### config.mk
export PLATFORM = sky130hd
export DESIGN_NAME = hazard_ctrl_stage
export DESIGN_NICKNAME = d
export VERILOG_FILES = /design/src/rtl/hazard_pkg.sv /design/src/rtl/hazard_detect.sv /design/src/rtl/hazard_ctrl_stage.sv
export SDC_FILE = /design/constraint.sdc
export NUM_CORES = 1
export LEC_CHECK = 0
export BUFFER_PORTS_ARGS = -buffer_cell sky130_fd_sc_hd__buf_2
export CORE_MARGIN = 3
export CORE_UTILIZATION = 38
export CTS_CLUSTER_DIAMETER = 60
export CTS_CLUSTER_SIZE = 14
export DETAILED_ROUTE_END_ITERATION = 8
export GPL_TIMING_DRIVEN = 0
export PLACE_DENSITY = 0.66
export SYNTH_ARGS = -nofsm -noshare
export SYNTH_HDL_FRONTEND = slang
export SYNTH_SLANG_ARGS = --single-unit
### constraint.sdc
create_clock -name Clk -period 2.9 [get_ports Clk]
set_input_delay 0.29 -clock Clk [delete_from_list [all_inputs] [get_ports Clk]]
set_output_delay 0.29 -clock Clk [all_outputs]
set_load 0.01 [all_outputs]
### src/rtl/hazard_pkg.sv
// Shared constants for the ID/EX control stage: control-vector layout,
// bubble encoding and the per-edge action enumeration.
package hazard_pkg;

    localparam int CTRL_W       = 48;
    localparam int ALUOP_LSB    = 0;
    localparam int ALUOP_MSB    = 4;
    localparam int REGDST_LSB   = 5;
    localparam int REGDST_MSB   = 6;
    localparam int REGWRITE_BIT = 8;
    localparam int MEMREAD_BIT  = 9;

    localparam logic [CTRL_W-1:0] NOP_CTRL  = {43'b0, 5'b11011};
    localparam logic [CTRL_W-1:0] KEEP_MASK = 48'h0000_0000_0060;

    // What the D2 register does on a non-reset edge, in priority order.
    typedef enum logic [1:0] {
        ACT_FLUSH   = 2'd0,
        ACT_HOLD    = 2'd1,
        ACT_BUBBLE  = 2'd2,
        ACT_ADVANCE = 2'd3
    } d2_action_e;

endpackage

### src/rtl/hazard_detect.sv
// Combinational load-use comparator: flags when the instruction in ID reads
// a register that the load currently in EX has not yet produced.
module hazard_detect #(
    parameter int NUM_SRC = 2
) (
    input  logic                 i_d2_memread,
    input  logic [4:0]           i_d2_write_reg,
    input  logic [NUM_SRC*5-1:0] i_d1_src,
    input  logic [NUM_SRC-1:0]   i_d1_uses_src,
    output logic                 o_load_use
);

    logic w_any_match;

    always_comb begin
        w_any_match = 1'b0;
        for (int i = 0; i < NUM_SRC; i++) begin
            if (i_d1_uses_src[i] && (i_d1_src[5*i +: 5] == i_d2_write_reg)) begin
                w_any_match = 1'b1;
            end
        end
    end

    // Register 0 is hardwired, so a load targeting it can never hazard.
    assign o_load_use = i_d2_memread && (i_d2_write_reg != 5'd0) && w_any_match;

endmodule

### src/rtl/hazard_ctrl_stage.sv
// ID/EX control register with built-in load-use bubbling, multi-cycle EX hold,
// branch flush, fetch-enable generation and a saturating stall counter.
module hazard_ctrl_stage
    import hazard_pkg::*;
#(
    parameter int                CTRL_W      = hazard_pkg::CTRL_W,
    parameter logic [CTRL_W-1:0] NOP_CTRL    = hazard_pkg::NOP_CTRL,
    parameter logic [CTRL_W-1:0] KEEP_MASK   = hazard_pkg::KEEP_MASK,
    parameter int                MEMREAD_BIT = hazard_pkg::MEMREAD_BIT,
    parameter int                NUM_SRC     = 2,
    parameter int                HOLD_W      = 3,
    parameter int                PERF_W      = 32
) (
    input  logic                 Clk,
    input  logic                 Rst,
    input  logic [CTRL_W-1:0]    D1_Ctrl,
    input  logic [NUM_SRC*5-1:0] D1_Src,
    input  logic [NUM_SRC-1:0]   D1_UsesSrc,
    input  logic [4:0]           D1_WriteReg,
    input  logic [HOLD_W-1:0]    D1_HoldCycles,
    input  logic                 Flush,
    output logic [CTRL_W-1:0]    D2_Ctrl,
    output logic [4:0]           D2_WriteReg,
    output logic                 D2_Hold,
    output logic                 PCWrite,
    output logic                 IFIDWrite,
    output logic [PERF_W-1:0]    StallCount
);

    logic [CTRL_W-1:0] r_d2_ctrl;
    logic [4:0]        r_d2_write_reg;
    logic [HOLD_W-1:0] r_hold_cnt;
    logic [PERF_W-1:0] r_stall_cnt;

    logic              w_load_use;
    logic              w_busy;
    logic              w_fetch_en;
    logic [CTRL_W-1:0] w_bubble_ctrl;
    d2_action_e        w_action;

    hazard_detect #(
        .NUM_SRC (NUM_SRC)
    ) u_detect (
        .i_d2_memread   (r_d2_ctrl[MEMREAD_BIT]),
        .i_d2_write_reg (r_d2_write_reg),
        .i_d1_src       (D1_Src),
        .i_d1_uses_src  (D1_UsesSrc),
        .o_load_use     (w_load_use)
    );

    assign w_busy = (r_hold_cnt != '0);

    // Flush re-opens fetch even while stalled so the branch target gets loaded.
    assign w_fetch_en = ~(w_busy | w_load_use) | Flush;

    // A bubble still carries the ID instruction's KEEP_MASK fields (RegDst).
    assign w_bubble_ctrl = (NOP_CTRL & ~KEEP_MASK) | (D1_Ctrl & KEEP_MASK);

    always_comb begin
        w_action = ACT_ADVANCE;
        if (Flush) begin
            w_action = ACT_FLUSH;
        end else if (w_busy) begin
            w_action = ACT_HOLD;
        end else if (w_load_use) begin
            w_action = ACT_BUBBLE;
        end
    end

    always_ff @(posedge Clk) begin
        if (!Rst) begin
            r_d2_ctrl      <= NOP_CTRL;
            r_d2_write_reg <= 5'd0;
            r_hold_cnt     <= '0;
            r_stall_cnt    <= '0;
        end else begin
            if (!w_fetch_en && (r_stall_cnt != '1)) begin
                r_stall_cnt <= r_stall_cnt + 1'b1;
            end
            case (w_action)
                ACT_FLUSH: begin
                    r_d2_ctrl      <= NOP_CTRL;
                    r_d2_write_reg <= 5'd0;
                    r_hold_cnt     <= '0;
                end
                ACT_HOLD: begin
                    r_d2_ctrl      <= r_d2_ctrl;
                    r_d2_write_reg <= r_d2_write_reg;
                    r_hold_cnt     <= r_hold_cnt - 1'b1;
                end
                ACT_BUBBLE: begin
                    r_d2_ctrl      <= w_bubble_ctrl;
                    r_d2_write_reg <= 5'd0;
                    r_hold_cnt     <= r_hold_cnt;
                end
                default: begin
                    r_d2_ctrl      <= D1_Ctrl;
                    r_d2_write_reg <= D1_WriteReg;
                    r_hold_cnt     <= D1_HoldCycles;
                end
            endcase
        end
    end

    assign D2_Ctrl     = r_d2_ctrl;
    assign D2_WriteReg = r_d2_write_reg;
    assign D2_Hold     = w_busy;
    assign PCWrite     = w_fetch_en;
    assign IFIDWrite   = w_fetch_en;
    assign StallCount  = r_stall_cnt;

endmodule
==> out/results.txt, run 1 <==
xor/xnor cell area share of the yosys netlist: 2.49%
min Tclk post-route: 2.72 ns
global route total overflow: 0
Final Hold Vio Count: 0
Placer Congestion: 0.848
cts hold-fix bufs: 0
num ports: 159
DR pass1 iterations: 4
Die Span Y: 107 um
CTS Buffer Depth: 2
Post-Synth Simple-Gate Area: 27.8%
Final Max Tran Viols: 0
first-pass GRT wire length: 19,000 um
Slew HR: 57.0%
Worst EP required: 2.61 ns
Startpoint Class: flip-flop
multiplexer share of the synthesized area: 1.81%
ANT nets after route: 0
synthesis-stage register bit count: 88
vias in the first global route: 3,881
Seq/Total Area, Yosys: 45.6%
Yosys cell types: 44
ys async rst share: 0%
Fmax: 368 MHz
Post-CTS Setup Inserts: 0
Tightest Pin Transition: 0.643 ns
Port-buffer cells: 158
setup_tns: 0 ns
largest family of logic cells by synthesized area: simple AND/OR/NAND/NOR gates
hpwl dp: 8860 um
Synth Area in Compound Gates: 16.5%
PD cells: 517 mW/mm^2
die area: 0.0114 sq mm
Ant. Diodes: 0
RSZ-0062 raised after global routing: no
H-tree depth: 3
Post-Layout Inst Area: 0.00505 sq mm
Via density: 5.20
EDFF count, synth: 0
worst vdd ir: 0.271 mV
predominant post-synthesis flop cell: dfxtp_1
final setup vio count: 0
area grow syn2layout: 30.7%
Crit Path Max Fanout: 11
TritonCTS Sinks: 88
cell row count: 36
clk root buf: clkbuf_8
CTS tree: done
Final Cycle Share: 93.6%
clk_lat worst skew: 0.38 ns
CTS Buf Count: 9
Worst-path clk slew: 0.10 ns
Max Cap Viol: 0
Hold WC Path Type: in -> reg
Leak: 2.21 nW
outcome: finished clean
CORE AREA: 0.00982 sq mm
Worst Slack Setup Final: 0.184 ns
Yosys warning count: 0
final wirelength: 11,800 um
area of the mapped netlist: 0.00386 sq mm
DR vias: 4,092
Post-Synth Adder-Cell Area: 0.971%
clock skew: 0.0102 ns
drt drc: 0
DR WL/cell: 15.0 um
Layout Nets: 723
initial core utilization: 39.4%
Syn Area/Cell: 8.05 sq um
Crit path arrival time: 2.43 ns
Post-DP Area: 0.00482 sq mm
largest net degree at the start of global routing: 17
Die W: 107 um
DP Worst Slack: 0.313 ns
Tot GR Track Use: 20.6%
initial antenna violation count: 0
drt first-iter violations: 250
critical path capture point type: output port
ratio of cells with drive above 1 in the final layout: 29.7%
syn nets: 554
Setup Crit Path Kind: reg -> out
Cells after Synth: 480
[Yosys cell counts, types with 2 or more instances]
cell	number	share of area, %
nand2b_1	6	0.97
xnor2_1	10	2.3
o31ai_1	16	3.1
dfxtp_1	88	46
a21oi_1	70	9.1
nor4_1	4	0.65
inv_1	10	0.97
a211oi_1	2	0.39
nand3b_1	4	0.78
o21bai_1	2	0.39
nand2_1	136	13
nor2b_1	2	0.32
nand4_1	11	1.8
or4_1	19	3.7
and3_1	3	0.49
or3_1	4	0.65
nand4_2	2	0.65
o211ai_1	2	0.39
ha_1	3	0.97
nor3_1	7	0.91
clkbuf_1	20	1.9
buf_6	2	0.58
mux2i_1	7	1.8
o21ai_0	4	0.52
o21a_1	4	0.78
buf_4	3	0.58
buf_2	5	0.65
nand3_1	13	1.7
nor2_1	6	0.58
[metal layers]
layer  up-vias  wire (um)  GRT usage (%)  part of all wire (%)
met5         -          0              0                     0
met4         0        377           11.1                   3.2
met3        30        689           3.97                   5.8
met2       134       5490           32.0                    46
met1      1918       5270           27.0                    45
li1       2010          -              -                     -
[path summary, 6_finish.rpt]
kind | cells after the start | startpoint | end | slack [ns]
worst max-delay path | 7 | D2_WriteReg[4] | PCWrite | 0.18
worst min-delay path | 3 | D1_Ctrl[3] | D2_Ctrl[3] | 0.12
worst max register to register | 7 | D2_WriteReg[2] | D2_Ctrl[19] | 0.36
worst min register to register | 2 | D2_Ctrl[41] | D2_Ctrl[41] | 0.45
[what timing repair did]
item                                    CTS  global route
resized for setup                         0             1
endpoints found under the setup margin    0             1
endpoints found under the hold margin     0             0
[worst max-delay path, stage by stage (launching register included)]
cell     delay [ns]
dfxtp_1        0.38
or4_1          0.54
o21ai_1        0.18
inv_1          0.11
a31oi_4        0.28
buf_2          0.29
buf_4          0.14
buf_2          0.12
[cells in the final DEF (no fill, tap or decap), drive strengths merged, types with 9 or more instances in the layout]
| cell type | n |
|---|---|
| buf | 168 |
| or4 | 19 |
| nand4 | 13 |
| nor3 | 9 |
| xnor2 | 10 |
| nand3 | 13 |
| o31ai | 16 |
| dfxtp | 88 |
| a21oi | 70 |
| inv | 13 |
| nand2 | 136 |
| clkbuf | 29 |
[through the flow]
stage               power [W]  hold WS (ns)  std cells  utilization (%)
CTS                   0.00263         0.108        787             51.4
floorplan             0.00150         0.414        480                -
finish                0.00261         0.121        787             51.4
global route          0.00273         0.117        787             51.4
detailed placement    0.00165         0.442        771             49.1
global placement      0.00164         0.434        771             49.1
[kinds of logic after synthesis]
logic type,Yosys count
simple gates,223
mux,7
xor+xnor,11
flops,88
buf+inv,41
fa+ha+maj,3
compound gates,107
[area by class of cell]
cell class / instances / area [sq um]
Inverter: 11 / 41.3
Fill cell: 1014 / 4770
Timing Repair Buffer: 158 / 791
Buffer: 30 / 145
Sequential cell: 88 / 1760
Multi-Input combinational cell: 351 / 1920
Clock buffer: 9 / 124
Clock inverter: 7 / 103
Tap cell: 133 / 166
[flip-flops by register name, indices dropped and copies added, names as in the netlist]
signal / cells
D2_Ctrl: 48
D2_WriteReg: 5
StallCount: 32
r_hold_cnt: 3
[where the power goes]
part	switching (W)	leakage, nW	internal, W
Combinational	0.000212	1.38	0.000134
Clock	0.000489	0.116	0.000498
Sequential	0.0000288	0.717	0.00125
No activity file was read; power rests on OpenSTA's default activity.
==> inputs of run 2 (changes only) <==
Settings changed: CELL_PAD_IN_SITES_DETAIL_PLACEMENT from default to 1, CELL_PAD_IN_SITES_GLOBAL_PLACEMENT from default to 1, CORE_UTILIZATION 38 to 34, PLACE_DENSITY 0.66 to default, PLACE_DENSITY_LB_ADDON from default to 0.1, SLEW_MARGIN from default to 20.
==> out/results.txt, run 2 (synthesis gave the netlist of run 1 again) <==
global route total overflow: 0 (unchanged)
Switching Fraction: 26.9% (-1.0 points)
Slew HR: 52.8% (-4.3 points)
clk_lat worst skew: 0.34 ns (-0.04 ns)
Post-CTS Setup Inserts: 0 (unchanged)
Ant. Diodes: 0 (unchanged)
most frequent cells in the layout: buf_2 (163), nand2_1 (136), dfxtp_1 (88)
CTS Buf Count: 9 (unchanged)
sequential share of power: 47.8% (-1.2 points)
Crit Path Max Fanout: 11 (unchanged)
ratio of cells with drive above 1 in the final layout: 29.2% (-0.41 points)
PD cells: 526 mW/mm^2 (+1.8%)
Placer Congestion: 0.846 (-0.27%)
Clk pwr share: 38.9% (+1.1 points)
Post-DP Area: 0.00483 sq mm (+0.18%)
vias in the first global route: 4,079 (+5.1%)
initial core utilization: 35.2% (-4.2 points)
Die W: 113 um (+5.4%)
outcome: finished clean
DR vias: 4,104 (+0.29%)
Leak: 2.22 nW (+0.41%)
largest net degree at the start of global routing: 14 (-3)
cell count after placement: 778 (+0.91%)
Tightest Pin Transition: 0.707 ns (+0.0639 ns)
DR WL/cell: 16.7 um (+11%)
drt first-iter violations: 179 (-28%)
clock skew: 0.00787 ns (-0.00235 ns)
Via density: 5.18 (-0.47%)
Final Hold Vio Count: 0 (unchanged)
hpwl dp: 9990 um (+13%)
number of flip-flops in the largest register: 48 (unchanged)
Final Cycle Share: 94.6% (+0.96 points)
Hold WC Path Type: in -> reg
setup_tns: 0 ns (unchanged)
combinational share of power: 13.3% (about the same)
cell row count: 38 (+5.6%)
Final Max Tran Viols: 0 (unchanged)
RSZ-0062 raised after global routing: no
Min Hold Slack: 0.161 ns (+0.0403 ns)
Max Cap Viol: 0 (unchanged)
drt drc: 0 (unchanged)
Port-buffer cells: 158 (unchanged)
Die Span Y: 113 um (+5.4%)
area grow syn2layout: 31.7%
Layout Nets: 723 (unchanged)
Tot GR Track Use: 20.6% (about the same)
critical path capture point type: output port
Crit path arrival time: 2.45 ns (+0.02 ns)
clk root buf: clkbuf_16
Post-Layout Cell Count: 793 (+0.76%)
H-tree depth: 3 (unchanged)
num ports: 159 (unchanged)
ANT nets after route: 0 (unchanged)
worst vdd ir: 0.259 mV (-4.2%)
P_sw: 0.000721 W (-1.2%)
CTS tree: done
Setup Crit Path Kind: reg -> out
cell internal pwr: 0.00196 W (+4.0%)
first-pass GRT wire length: 21,000 um (+11%)
final wirelength: 13,200 um (+12%)
die area: 0.0127 sq mm (+11%)
CORE AREA: 0.0110 sq mm (+12%)
DR pass1 iterations: 4 (unchanged)
final setup vio count: 0 (unchanged)
Startpoint Class: flip-flop
Fmax: 365 MHz (-1.0%)
Post-Layout Inst Area: 0.00509 sq mm (+0.74%)
most common cell after layout, fill and taps aside: buf_2
initial antenna violation count: 0 (unchanged)
CTS Buffer Depth: 2 (unchanged)
Worst-path clk slew: 0.06 ns (-0.04 ns)
Worst EP required: 2.61 ns (about the same)
min Tclk post-route: 2.74 ns (+0.0278 ns)
TritonCTS Sinks: 88 (unchanged)
## run 2: per-layer routing
layer,track usage (%),part of all wire [%]
met3,4.20,6.8
met2,33.1,47
met1,26.5,43
met4,9.62,2.7
met5,0,0
## run 2: area by class of cell
class | count | area [sq um]
plain buffers | 30 | 145
flip-flops and latches | 88 | 1760
multi-input cells | 351 | 1920
inverters | 11 | 41.3
clock inverters | 4 | 22.5
well taps | 140 | 175
repair buffers | 158 | 791
fillers | 1388 | 5890
clock buffers | 11 | 233
## run 2: final timing paths
path / from / to / slack, ns / depth (start not counted)
hold / removal: D1_Ctrl[0] / D2_Ctrl[0] / 0.16 / 3
hold reg to reg: D2_Ctrl[16] / D2_Ctrl[16] / 0.45 / 2
setup reg to reg: D2_WriteReg[0] / D2_Ctrl[40] / 0.28 / 7
setup / recovery: D2_WriteReg[0] / PCWrite / 0.16 / 7
## run 2: power groups by stage
stage,clock (W),combinational [W],sequential (W)
5_1_grt,0.00112,0.000400,0.00128
4_1_cts,0.00107,0.000361,0.00128
2_1_floorplan,0,0.000180,0.00132
6_report,0.00104,0.000356,0.00128
3_5_place_dp,0,0.000360,0.00131
3_3_place_gp,0,0.000347,0.00130
## run 2: repair_timing
| action | in CTS | in global routing |
|---|---|---|
| gates resized for setup | 0 | 1 |
| setup endpoints to repair | 0 | 1 |
| endpoints found under the hold margin | 0 | 0 |
| hold buffers | 0 | 0 |
## run 2: worst max-delay path, cell delays in order (launching register included)
cell     delay [ns]
dfxtp_1        0.42
or4_1          0.54
o21ai_1        0.18
inv_1          0.12
a31oi_4        0.29
buf_2          0.31
buf_4          0.15
buf_2          0.11
## run 2: stage by stage
step	util, %	worst slack, ns	power, W
4_1_cts	46.3	0.0662	0.00272
3_5_place_dp	44.0	0.276	0.00167
6_report	46.3	0.157	0.00268
5_1_grt	46.3	0.0285	0.00281
2_1_floorplan	-	0.799	0.00150
3_3_place_gp	44.0	0.371	0.00165
